### src/rtl/alu_pkg.sv
// Shared op codes, FSM states and payload types for the arbitrated 4-bit ALU.
package alu_pkg;

  localparam int unsigned DW  = 4;
  localparam int unsigned OPW = 3;

  localparam logic [OPW-1:0] OP_ADD = 3'b000;
  localparam logic [OPW-1:0] OP_SUB = 3'b001;
  localparam logic [OPW-1:0] OP_NOT = 3'b010;
  localparam logic [OPW-1:0] OP_AND = 3'b011;
  localparam logic [OPW-1:0] OP_OR  = 3'b100;
  localparam logic [OPW-1:0] OP_XOR = 3'b101;
  localparam logic [OPW-1:0] OP_LT  = 3'b110;
  localparam logic [OPW-1:0] OP_EQ  = 3'b111;

  typedef enum logic [1:0] {
    ST_IDLE = 2'd0,
    ST_EXEC = 2'd1,
    ST_RESP = 2'd2
  } state_e;

  typedef struct packed {
    logic [DW-1:0]  a;
    logic [DW-1:0]  b;
    logic [OPW-1:0] op;
    logic           id;
  } cmd_t;

  typedef struct packed {
    logic [DW-1:0] f;
    logic          zero;
    logic          over;
    logic          cout;
  } res_t;

endpackage

### src/rtl/alu4.sv
// Purely combinational 4-bit ALU with zero/overflow/carry flags.
module alu4
  import alu_pkg::*;
(
  input  logic [DW-1:0]  a,
  input  logic [DW-1:0]  b,
  input  logic [OPW-1:0] op,
  output logic [DW-1:0]  f,
  output logic           zero,
  output logic           over,
  output logic           cout
);

  logic [DW-1:0] xb;
  logic [DW:0]   sum;
  logic [DW:0]   diff;
  logic          diff_over;

  // Shared adder for add/sub; a separate subtractor feeds the signed compare.
  assign xb        = b ^ {DW{op[0]}};
  assign sum       = {1'b0, a} + {1'b0, xb} + (DW+1)'(op[0]);
  assign diff      = {1'b0, a} + {1'b0, ~b} + (DW+1)'(1);
  assign diff_over = (a[DW-1] == ~b[DW-1]) && (a[DW-1] != diff[DW-1]);

  always_comb begin
    f    = '0;
    over = 1'b0;
    cout = 1'b0;
    case (op)
      OP_ADD, OP_SUB: begin
        f    = sum[DW-1:0];
        cout = sum[DW];
        over = (a[DW-1] == xb[DW-1]) && (a[DW-1] != sum[DW-1]);
      end
      OP_NOT: f = ~a;
      OP_AND: f = a & b;
      OP_OR:  f = a | b;
      OP_XOR: f = a ^ b;
      OP_LT:  f = {(DW-1)'(0), diff[DW-1] ^ diff_over};
      OP_EQ:  f = {(DW-1)'(0), a == b};
    endcase
  end

  assign zero = (f == '0);

endmodule

### src/rtl/alu_arb.sv
// Two-requester arbiter in front of a single 4-bit ALU; one command in flight,
// response held until the consumer takes it.
module alu_arb
  import alu_pkg::*;
#(
  parameter int unsigned FIXED_PRIO = 0
) (
  input  logic           clk,
  input  logic           rst,
  input  logic           req0_valid,
  input  logic           req1_valid,
  output logic           req0_ready,
  output logic           req1_ready,
  input  logic [DW-1:0]  req0_a,
  input  logic [DW-1:0]  req0_b,
  input  logic [DW-1:0]  req1_a,
  input  logic [DW-1:0]  req1_b,
  input  logic [OPW-1:0] req0_op,
  input  logic [OPW-1:0] req1_op,
  output logic           rsp_valid,
  input  logic           rsp_ready,
  output logic           rsp_id,
  output logic [DW-1:0]  rsp_f,
  output logic           rsp_zero,
  output logic           rsp_over,
  output logic           rsp_cout
);

  state_e state_q, state_d;
  cmd_t   cmd_q, cmd_d;
  res_t   res_q, res_d;
  logic   rsp_id_q, rsp_id_d;
  logic   rsp_valid_q, rsp_valid_d;
  logic   last_q, last_d;
  logic   gnt1_c;
  logic   accept_c;
  res_t   alu_res;

  // last_q holds the id served most recently; reset to 1 so requester 0 wins first.
  always_comb begin
    gnt1_c = req1_valid;
    if (req0_valid && req1_valid) begin
      gnt1_c = (FIXED_PRIO != 0) ? 1'b0 : ~last_q;
    end
  end

  assign req0_ready = (state_q == ST_IDLE) && !rst && req0_valid && !gnt1_c;
  assign req1_ready = (state_q == ST_IDLE) && !rst && req1_valid && gnt1_c;
  assign accept_c   = req0_ready || req1_ready;

  alu4 u_alu (
    .a    (cmd_q.a),
    .b    (cmd_q.b),
    .op   (cmd_q.op),
    .f    (alu_res.f),
    .zero (alu_res.zero),
    .over (alu_res.over),
    .cout (alu_res.cout)
  );

  always_comb begin
    state_d     = state_q;
    cmd_d       = cmd_q;
    res_d       = res_q;
    rsp_id_d    = rsp_id_q;
    rsp_valid_d = rsp_valid_q;
    last_d      = last_q;
    case (state_q)
      ST_IDLE: begin
        if (accept_c) begin
          state_d = ST_EXEC;
          cmd_d   = gnt1_c ? '{a: req1_a, b: req1_b, op: req1_op, id: 1'b1}
                           : '{a: req0_a, b: req0_b, op: req0_op, id: 1'b0};
        end
      end
      ST_EXEC: begin
        state_d     = ST_RESP;
        res_d       = alu_res;
        rsp_id_d    = cmd_q.id;
        rsp_valid_d = 1'b1;
      end
      ST_RESP: begin
        if (rsp_ready) begin
          state_d     = ST_IDLE;
          rsp_valid_d = 1'b0;
          last_d      = rsp_id_q;
        end
      end
      default: state_d = ST_IDLE;
    endcase
  end

  always_ff @(posedge clk or posedge rst) begin
    if (rst) begin
      state_q     <= ST_IDLE;
      cmd_q       <= '0;
      res_q       <= '0;
      rsp_id_q    <= 1'b0;
      rsp_valid_q <= 1'b0;
      last_q      <= 1'b1;
    end else begin
      state_q     <= state_d;
      cmd_q       <= cmd_d;
      res_q       <= res_d;
      rsp_id_q    <= rsp_id_d;
      rsp_valid_q <= rsp_valid_d;
      last_q      <= last_d;
    end
  end

  assign rsp_valid = rsp_valid_q;
  assign rsp_id    = rsp_id_q;
  assign rsp_f     = res_q.f;
  assign rsp_zero  = res_q.zero;
  assign rsp_over  = res_q.over;
  assign rsp_cout  = res_q.cout;

endmodule

### config.mk
export PLATFORM = sky130hd
export DESIGN_NAME = alu_arb
export DESIGN_NICKNAME = d
export VERILOG_FILES = /design/src/rtl/alu_pkg.sv /design/src/rtl/alu4.sv /design/src/rtl/alu_arb.sv
export SDC_FILE = /design/constraint.sdc
export NUM_CORES = 1
export LEC_CHECK = 0
export CAP_MARGIN = 10
export CORE_MARGIN = 1.5
export CORE_UTILIZATION = 47
export CTS_CLUSTER_DIAMETER = 30
export DETAILED_ROUTE_END_ITERATION = 10
export HOLD_SLACK_MARGIN = 0.06
export PLACE_DENSITY = 0.75
export SYNTH_ARGS = -nofsm -noshare
export SYNTH_HDL_FRONTEND = slang
export SYNTH_SLANG_ARGS = --single-unit
### constraint.sdc
create_clock -name clk -period 4.7 [get_ports clk]
set_clock_uncertainty 0.05 [all_clocks]
set_input_delay 0.47 -clock clk [delete_from_list [all_inputs] [get_ports clk]]
set_output_delay 0.47 -clock clk [all_outputs]
set_load 0.02 [all_outputs]
[Word level (Yosys, flattened, before mapping)]
Index checks and enable logic that the tools add are counted.
Storage, ports and cells
  register bits: 24
  bits of input ports: 27
  output and inout port bits: 11
Cells by class
  add/subtract/negate cells: 4
  equality and inequality tests: 16
  mux-type cells: 10
  bitwise gates (word level): 9
  reduce and logical (&&, ||, !) cells: 20
Operator list (number)
  $pmux 4 s7: 1
  $eq 3x3->1 const B: 4
  $mux 12: 1
  $logic_and 1x1->1: 8
  $not 4->4: 2
  $reduce_and 2->1: 4
  $xor 4x4->4: 2
  $eq 3x2->1 const B: 2
  $pmux 2 s3: 1
  $add 4x4->5: 1
  $add 5x1->5: 1
  $add 4x1->4 const B: 1
  $add 4x4->4: 1
  $and 4x4->4: 1
  $eq 4x4->1: 1
  $logic_not 4->1: 1
  $mux 1: 4
  $mux 2: 2
  $ne 2x2->1 const B: 2
  $or 4x4->4: 1
  $eq 3x1->1 const B: 1
  $logic_not 3->1: 1
  $eq 1x1->1: 2
  $eq 2x1->1 const B: 1
  10 further kinds: 13

[Depth between registers and ports, before layout]
  depth in word-level cells: 8
  gate-level depth with buffers: 9
  gate-level depth less buffers: 7

[Cells and area by module]
A second synthesis with hierarchy kept.
Second synthesis, totals
  cell total of the unflattened synthesis: 158
  area total of the unflattened synthesis: 1752.9 um^2
Modules (own cells, without submodules)
  alu_arb: instances 1, cells each 79, area each 1121.1 um^2, sequential area each 601.8 um^2
  alu4: instances 1, cells each 79, area each 631.9 um^2, sequential area each 0.0 um^2

[Worst setup path before layout]
OpenSTA, ideal clock, no wires.
  path kind: register to register
  start point: register cmd_q[1] (netlist bit)
  end point: register res_q (netlist bit rsp_zero)
  setup time: 0.067 ns
  data arrival time: 2.107 ns
  slack: 2.475 ns
  stages on the path, launching flop included: 10
  clock period less this slack: 2.225 ns
  cells stage by stage: dfrtp_1 buf_2 buf_2 xor2_1 fa_1 xor2_1 a32oi_1 o311ai_0 a211oi_1 a32o_1
Between the ends
  cells in the longest elaborated chain, start to end: 5
RTL lines
  start, declared: RTL line alu_arb.sv:30  | cmd_t cmd_q, cmd_d;
  start signal, assigned: RTL line alu_arb.sv:103  | cmd_q <= cmd_d;
  $xor 4x4->4: RTL line alu4.sv:20  | assign xb = b ^ {DW{op[0]}};
  $add 4x4->5: RTL line alu4.sv:21  | assign sum = {1'b0, a} + {1'b0, xb} + (DW+1)'(op[0]);
  $add 5x1->5: RTL line alu4.sv:21
  $pmux 4 s7 *: RTL line alu4.sv:29  | case (op)
  $logic_not 4->1 *: RTL line alu4.sv:44  | assign zero = (f == '0);
  end signal, assigned: RTL line alu_arb.sv:104  | res_q <= res_d;
  end, declared: RTL line alu_arb.sv:31  | res_t res_q, res_d;
Every way passes the cells marked *; elsewhere a longest branch is shown, timed or not.
A chain may end at the register's enable or synchronous reset.

[Worst setup path after layout]
  start point: input req1_valid
  end point: output req1_ready
Between the ends
  cells in the longest elaborated chain, start to end: 3
RTL lines
  start, declared: RTL line alu_arb.sv:11  | input logic req1_valid,
  $logic_and 1x1->1: RTL line alu_arb.sv:42  | if (req0_valid && req1_valid) begin
  $mux 1: RTL line alu_arb.sv:42
  $logic_and 1x1->1 *: RTL line alu_arb.sv:48  | assign req1_ready = (state_q == ST_IDLE) && !rst && req1_valid && gnt1_c;
  end, declared: RTL line alu_arb.sv:13  | output logic req1_ready,
Marks and branches as above.

==> impl_metrics.csv <==
group,metric,value,unit
critical_path,crit_arrival,2190,ps
logic_synthesis,synth-compound-area-share,19.01,%
floorplanning,pin_count,38,
clocking,ctsLongestPathBuffers,2,
critical_path,worst-setup-path-type,"in2out",
floorplanning,die_area,3761,um2
detailed_routing,final_antenna_net_count,0,
logic_synthesis,syn_area,1599,um2
power,power.density,623.2,nW/um2
floorplanning,placementRows,20,
timing,setup_violations,0,
logic_synthesis,ys_seq_area_share,37.64,%
floorplanning,core,3153,um2
clocking,ctsHoldBuffers,0,
timing,period_minus_slack,2711,ps
critical_path,cp.required,4180,ps
clocking,ctsResizeCount,0,
grt,grt_pass1_vias,1203,
clocking,postCtsSetupBuffers,0,
logic_synthesis,synth_top_family_by_area,"compound AO/OA/AOI/OAI gates",
logic_synthesis,synth_cells,174,
logic_synthesis,synth_fa_ha_area_share,12.21,%
run,cap_violations,0,
logic_synthesis,syn-mean-instance-area,9.190,um2
detailed_routing,initialDrtViolationCount,55,
logic_synthesis,synth-xor-area-share,3.286,%
timing,slew_viol_final,0,
logic_synthesis,synthMuxAreaShare,8.529,%
detailed_routing,via_count,1310,
timing,slew_headroom,40.48,%
power,irDropWorstVdd,0.2760,mV
grt,globalRouteTotalUtil,19.33,%
timing,setup-tns-final,0,ps
clocking,cts_inserted_buffers,3,
power,power_leakage,0.9202,nW
grt,overflow,0,
logic_synthesis,synthSimpleGateAreaFrac,13.85,%
detailed_routing,drt-vias-per-instance,5.198,
critical_path,cp_max_fo,13,
place,port_buffers,37,
grt,antenna_found_initial,0,
floorplanning,die_w,61.33,um
place,dp_slack,1989,ps
timing,period_share,57.67,%
clocking,h-tree-depth,1,
critical_path,start_kind,"primary input",
logic_synthesis,ys_types,39,
cells_and_area,n_antenna_cell,0,
cells_and_area,layout.cells.most_common_list,"37 x clkdlybuf4s50_1, 23 x dfrtp_1, 21 x a21oi_1, 20 x nor2_1",
cells_and_area,final_common_cell,"clkdlybuf4s50_1",
floorplanning,die_h,61.33,um
logic_synthesis,netlist.area_leader.share,35.99,%
logic_synthesis,synth-seq-cells,24,
floorplanning,initial_core_util,50.71,%
clocking,cts.sinks,24,
clocking,cts_tree,"yes",
detailed_routing,drc,0,
logic_synthesis,synth_top_cell_by_area,"dfrtp_1",
cells_and_area,syn2layout_area_growth,27.15,%
clocking,clk_pin_slew_worst_paths,140,ps
status,status,"finished, final reports clean",
timing,whs,441.3,ps
logic_synthesis,syn_nets,216,
worst_hold_path,hp-class,"reg2reg",
timing,max_freq,0.3689,GHz
grt,grt_max_degree,25,
detailed_routing,drt_pass1_iterations,4,
logic_synthesis,synth_warnings,0,
grt,grt_pass1_wl,5395,um
place,place_congestion,0.8281,
timing,grt_setup_unrepaired,"no",
clocking,clock_latency,310,ps
power,power.total,1.267,mW
detailed_routing,wl,3365,um
timing,tightestPinTransition,891.9,ps
place,hpwl,2671,um
cells_and_area,drive_gt1_share,4.808,%
logic_synthesis,synth_area_leaders,"dfrtp_1 36%, ha_1 11%, mux2i_1 6.9%",
clocking,root_buffer,"clkbuf_4",
timing,finalHoldViolations,0,
detailed_routing,route.detailed.wl_per_inst,13.35,um
cells_and_area,final_core_util,64.48,%
cells_and_area,fin_nets,251,
timing,setup_ws,1989,ps
critical_path,crit_path_end_kind,"primary output",
-- path summary, 6_finish.rpt --
kind                             from    endpoint  slack, ps  cells past startpoint
max reg2reg                  cmd_q[1]    rsp_zero       2170                      7
min reg2reg                  rsp_f[0]    rsp_f[0]        440                      2
min in group asynchronous         rst    rsp_f[1]        610                      2
max                        req1_valid  req1_ready       1990                      5
max in group asynchronous         rst  state_q[0]       3450                      2
min                          rsp_f[0]    rsp_f[0]        440                      2
-- worst max-delay path: stages --
cell	delay (ps)
clkdlybuf4s50_1	500
a21boi_1	190
buf_4	250
and2_1	170
clkdlybuf4s50_1	600
-- synthesized netlist by cell type, drive strengths merged --
cell type  instances
dfrtp             23
nor3               2
dfstp              1
fa                 1
xnor2              1
buf                5
a21o               1
or4                1
o221ai             1
o32ai              2
and2               2
mux2               2
a22o               1
nand2b             8
nand2              9
a21boi             1
o21bai             2
nor2              20
nor4               1
a32oi              1
o311ai             1
a32o               1
o21ai              9
a31o               1
a211oi             2
mux2i             11
o21a               2
xor2               5
nor2b              2
nand3b             1
clkbuf             3
ha                14
a21oi             21
and3               1
inv               14
a2111oi            1
-- metrics by stage --
| stage | instances | cell area [um2] |
|---|---|---|
| after floorplan | 174 | 1599 |
| after detailed placement | 248 | 1997 |
| after CTS | 252 | 2033 |
| after global placement | 248 | 1997 |
| after global routing | 252 | 2033 |
| final | 252 | 2033 |
-- area by class of cell --
class | count | area [um2]
Clock buffer | 4 | 36.28
Multi-Input combinational cell | 128 | 909.6
Sequential cell | 24 | 601.8
Inverter | 14 | 52.55
Tap cell | 44 | 55.05
Timing Repair Buffer | 38 | 377.9
Fill cell | 283 | 1120
-- sequential cells by signal, indices dropped and copies added, names as in the netlist --
name and flops:
cmd_q 12, rsp_f 4, state_q 2, last_q 1, rsp_cout 1, rsp_id 1
rsp_over 1, rsp_valid 1, rsp_zero 1
-- routing by layer --
| metal | vias up | routed length (um) | part of all wire (%) | GRT usage, % |
|---|---|---|---|---|
| li1 | 663 | - | - | - |
| met1 | 609 | 1534 | 46 | 24.87 |
| met2 | 34 | 1687 | 50 | 34.50 |
| met3 | 4 | 116 | 3.4 | 2.521 |
| met4 | 0 | 27 | 0.80 | 4.559 |
| met5 | - | 0 | 0 | 0 |
-- report_power, final --
group,total [mW],switching (mW),internal [mW],leakage [nW]
clock,0.110,0.0627,0.0473,0.0210
sequential,0.420,0.126,0.294,0.284
combinational,0.737,0.372,0.364,0.615
-- cells by family (layout without fill, tap and decap cells) --
kind of cell | after synthesis | count (layout)
AO/OA/AOI/OAI | 47 | 47
XOR/XNOR | 6 | 6
adder cells (fa/ha/maj) | 15 | 15
buffers and inverters | 22 | 56
flip-flops | 24 | 24
multiplexers | 13 | 13
AND/OR/NAND/NOR | 47 | 47
(Power assumes the default switching activity.)
